<file path="config.mk">
export PLATFORM = sky130hd
export DESIGN_NAME = irrigation_countdown
export DESIGN_NICKNAME = d
export VERILOG_FILES = /design/src/rtl/irrigation_countdown.sv
export SDC_FILE = /design/constraint.sdc
export NUM_CORES = 1
export LEC_CHECK = 0
export ABC_AREA = 1
export CORE_MARGIN = 2
export CORE_UTILIZATION = 44
export DETAILED_ROUTE_END_ITERATION = 6
export GPL_TIMING_DRIVEN = 0
export PLACE_DENSITY = 0.72
export SYNTH_ARGS = -nofsm -noshare
export SYNTH_HDL_FRONTEND = slang
export SYNTH_SLANG_ARGS = --single-unit
</file>
<file path="constraint.sdc">
create_clock -name clk -period 3.95 [get_ports clk]
set_input_delay 1.185 -clock clk [delete_from_list [all_inputs] [get_ports clk]]
set_output_delay 1.185 -clock clk [all_outputs]
set_load 0.01 [all_outputs]
</file>
<file path="src/rtl/irrigation_countdown.sv">
// Loadable MM:SS BCD countdown with IDLE/RUN/PAUSED/DONE control; digits decrement one second per tick in RUN.
// Latency: commands and ticks are visible one cycle later; no input backpressure (abort > load > start > pause/tick).
module irrigation_countdown #(
    parameter int MAX_MIN_TENS = 5
) (
    input  logic       clk,
    input  logic       rst_n,
    input  logic       tick,
    input  logic       load,
    input  logic       start,
    input  logic       abort,
    input  logic       pause_us,
    input  logic       pause_alin,
    input  logic [3:0] preset_mt,
    input  logic [3:0] preset_mu,
    input  logic [3:0] preset_st,
    input  logic [3:0] preset_su,
    output logic [3:0] min_tens,
    output logic [3:0] min_units,
    output logic [3:0] sec_tens,
    output logic [3:0] sec_units,
    output logic       reach_zero,
    output logic       running,
    output logic       paused,
    output logic       done,
    output logic       load_err
);

    localparam logic [3:0] MT_MAX = 4'(MAX_MIN_TENS);

    typedef enum logic [1:0] {
        S_IDLE   = 2'd0,
        S_RUN    = 2'd1,
        S_PAUSED = 2'd2,
        S_DONE   = 2'd3
    } state_t;

    state_t     state_q, state_d;
    logic [3:0] mt_q, mt_d, mu_q, mu_d, st_q, st_d, su_q, su_d;
    logic       reach_zero_q, reach_zero_d;
    logic       done_q, done_d;
    logic       load_err_q, load_err_d;

    logic pause_req;
    logic count_zero;
    logic count_one;
    logic preset_ok;

    assign pause_req  = pause_us | pause_alin;
    assign count_zero = (mt_q == 4'd0) && (mu_q == 4'd0) && (st_q == 4'd0) && (su_q == 4'd0);
    assign count_one  = (mt_q == 4'd0) && (mu_q == 4'd0) && (st_q == 4'd0) && (su_q == 4'd1);
    assign preset_ok  = (preset_mt <= MT_MAX) && (preset_mu <= 4'd9) &&
                        (preset_st <= 4'd5) && (preset_su <= 4'd9);

    always_comb begin
        state_d    = state_q;
        mt_d       = mt_q;
        mu_d       = mu_q;
        st_d       = st_q;
        su_d       = su_q;
        done_d     = 1'b0;
        load_err_d = 1'b0;

        if (abort) begin
            mt_d    = 4'd0;
            mu_d    = 4'd0;
            st_d    = 4'd0;
            su_d    = 4'd0;
            state_d = S_IDLE;
        end else if (load) begin
            if (preset_ok) begin
                mt_d    = preset_mt;
                mu_d    = preset_mu;
                st_d    = preset_st;
                su_d    = preset_su;
                state_d = S_IDLE;
            end else begin
                load_err_d = 1'b1;
            end
        end else if (start && (state_q == S_IDLE) && !count_zero) begin
            state_d = pause_req ? S_PAUSED : S_RUN;
        end else begin
            case (state_q)
                S_RUN: begin
                    // A pause request swallows a coincident tick.
                    if (pause_req) begin
                        state_d = S_PAUSED;
                    end else if (tick && !count_zero) begin
                        if (su_q != 4'd0) begin
                            su_d = su_q - 4'd1;
                        end else begin
                            su_d = 4'd9;
                            if (st_q != 4'd0) begin
                                st_d = st_q - 4'd1;
                            end else begin
                                st_d = 4'd5;
                                if (mu_q != 4'd0) begin
                                    mu_d = mu_q - 4'd1;
                                end else begin
                                    mu_d = 4'd9;
                                    mt_d = mt_q - 4'd1;
                                end
                            end
                        end
                        if (count_one) begin
                            state_d = S_DONE;
                            done_d  = 1'b1;
                        end
                    end
                end
                S_PAUSED: begin
                    if (!pause_req) begin
                        state_d = S_RUN;
                    end
                end
                default: begin
                    state_d = state_q;
                end
            endcase
        end

        // Registered alongside the digits so it always matches what is displayed.
        reach_zero_d = (mt_d == 4'd0) && (mu_d == 4'd0) && (st_d == 4'd0) && (su_d == 4'd0);
    end

    always_ff @(posedge clk or negedge rst_n) begin
        if (!rst_n) begin
            state_q      <= S_IDLE;
            mt_q         <= 4'd0;
            mu_q         <= 4'd0;
            st_q         <= 4'd0;
            su_q         <= 4'd0;
            reach_zero_q <= 1'b1;
            done_q       <= 1'b0;
            load_err_q   <= 1'b0;
        end else begin
            state_q      <= state_d;
            mt_q         <= mt_d;
            mu_q         <= mu_d;
            st_q         <= st_d;
            su_q         <= su_d;
            reach_zero_q <= reach_zero_d;
            done_q       <= done_d;
            load_err_q   <= load_err_d;
        end
    end

    assign min_tens   = mt_q;
    assign min_units  = mu_q;
    assign sec_tens   = st_q;
    assign sec_units  = su_q;
    assign reach_zero = reach_zero_q;
    assign running    = (state_q == S_RUN);
    assign paused     = (state_q == S_PAUSED);
    assign done       = done_q;
    assign load_err   = load_err_q;

endmodule

</file>
==> reports/metrics.cfg <==
[floorplanning]
core_um2=4060
die_h_um=69.5
die_area_um2=4830
fp-row-count=23
initial_utilization_pct=46.5
die-width_um=69.5
pin_count=45

[timing]
grt_setup_unrepaired=no
hold_viol=0
relSlewSlack_pct=32.8
period_share_pct=85.2
report.final.slew_viol_count=0
skew_ps=1.95
finalCriticalPeriod_ps=3370
final-setup-viol-count=0
max_freq_mhz=297
fin_setup_tns_ps=0
worst_slew_pin_slew_ps=1000

[finish]
syn_to_final_growth_pct=29.0
multiInputGateArea_um2=1160
layout.nets=351
num_antenna_cells=0
seqCellArea_um2=527
most-common-layout-cells=nand2_1, clkdlybuf4s50_1, inv_1
drive_gt1_share_pct=11.6
layout_commonest_cell=nand2_1
fillCellCount=390
design_area_um2=2440

[clock_tree]
cts_tree=done
cts_made_buffers=3
cts.clk_slew.worst_paths_ps=90
cts_root_buffer=clkbuf_8
clk_path_buf_depth=2
clk-insertion-delay-late_ps=270
ctsHoldBuffers=0
cts_max_level=1
cts_resized=0
cts.sinks=21
cts_setup_buffers=0

[drt]
first_pass_iters=4
via_count=1937
drc=0
ant_nets=0
wl_per_cell_um=15.0
viasPerCell=5.26
drtIter0Drc=200
drt-total-wl_um=5540

[placed_design]
portBuffers=44
hpwl_um=4280
routabilityCongestion=0.886
post_dp_cell_area_um2=2390

[run]
drv_cap=0

[grt]
grt_first_pass_wirelength_um=9170
grt_pass1_vias=1873
grt_start_max_net_pins=22
antenna_found_initial=0
globalRouteTotalUtil_pct=23.7
grt-ovfl-total=0

[hold_path]
hp-start=state_q[1]$_DFFE_PN0P_
hold_depth=2
whs_endpoint=state_q[1]$_DFFE_PN0P_
hold_class=flip-flop to flip-flop

[setup_path]
reg2reg_slack_ps=1570
timing.rr.end=reach_zero$_DFF_PN1_
reg2reg_from=sec_tens[0]$_DFF_PN0_
required_ps=4160
critPathKind=input pin to flip-flop
cp-end-kind=flip-flop
startpoint_type=input pin
reg2regPathDepth=14
critPathMaxFanout=8
arrival_ps=3570

[logic_synthesis]
syn-cell-area_um2=1890
ys_ff_latch=21
synth_edf_count=0
synth-seq-area-share_pct=27.9
synth_ff_type=dfrtp_1
syn-num-nets=302
synth_cells=270
async_flop_share_pct=100
synth_cell_type_count=35
yosysWarnings=0
synth_area_per_cell_um2=6.99

[power]
p_per_area_nw_per_um2=250
power_leakage_uw=0.00121
ir_drop_uv=160

[outcome]
outcome=completed

-- kinds of logic after synthesis --
| logic type | Yosys count | synth area share [%] |
|---|---|---|
| simple gates | 146 | 42.4 |
| fa+ha+maj | 8 | 5.30 |
| flops | 21 | 27.9 |
| buf+inv | 50 | 10.8 |
| compound gates | 45 | 13.6 |
-- synth_stat cells (all sizes together) (2+ instances only) --
| cell type | count | area share (%) |
|---|---|---|
| a21oi | 12 | 3.2 |
| or2 | 4 | 1.3 |
| nor2 | 29 | 8.6 |
| nand2 | 58 | 13 |
| ha | 8 | 5.3 |
| buf | 2 | 0.66 |
| o211ai | 6 | 2.4 |
| nand4 | 9 | 4.6 |
| nand3b | 2 | 0.79 |
| inv | 46 | 9.1 |
| dfrtp | 20 | 27 |
| o21ai | 22 | 6.0 |
| nor3 | 5 | 1.3 |
| nand3 | 38 | 12 |
-- worst max-delay path by stage --
stage / depth (start not counted) / to / from
floorplan: 11 / reach_zero$_DFF_PN1_ / preset_su[2]
global placement: 12 / reach_zero$_DFF_PN1_ / load
detailed placement: 12 / reach_zero$_DFF_PN1_ / load
CTS: 12 / reach_zero$_DFF_PN1_ / load
global route: 12 / reach_zero$_DFF_PN1_ / load
finish: 12 / reach_zero$_DFF_PN1_ / load
-- per-stage QoR --
stage | total power, uW | util [%] | setup WS [ps] | cells | hold slack, ps
2_1_floorplan | 371 | - | 1510 | 270 | 478
3_5_place_dp | 458 | 58.9 | 392 | 364 | 506
6_report | 609 | 60.0 | 583 | 368 | 523
3_3_place_gp | 456 | 58.9 | 389 | 364 | 500
5_1_grt | 644 | 60.0 | 458 | 368 | 606
4_1_cts | 613 | 60.0 | 657 | 368 | 529
-- report_power, final --
| part | total (uW) | internal [uW] | switching (uW) |
|---|---|---|---|
| clock network | 153 | 72.2 | 81.0 |
| registers | 236 | 227 | 9.34 |
| logic | 220 | 89.7 | 130 |
| total | 609 | 389 | 220 |
-- registers in the layout, indices dropped and copies added, names as in the netlist --
signal / flops
sec_tens: 4
done: 1
sec_units: 4
load_err: 1
reach_zero: 1
min_units: 4
min_tens: 4
state_q: 2
-- layout make-up --
cell class	count	area share, %
repair buffers	44	18.1
well taps	50	2.57
multi-input cells	199	47.5
clock buffers	4	1.85
inverters	47	7.29
flip-flops and latches	21	21.6
plain buffers	3	1.08
-- metal layers --
metal | up-vias | GRT usage (%) | routed length [um]
met2 | 62 | 38.4 | 2540
met1 | 878 | 33.3 | 2600
met3 | 6 | 3.63 | 342
met4 | 0 | 5.66 | 56
li1 | 991 | - | -
met5 | - | 0 | 0
-- critical path, stage by stage --
cell and delay [ps]:
clkdlybuf4s50_1 580, inv_1 160, nor2_1 590, inv_1 340, a21oi_1 200, o21ai_0 110, nand2_1 90, inv_1 50
nand2_1 60, nor2_1 40, nand3_1 100, nor2_1 60
Note: power is estimated with default switching activity, not from simulation.
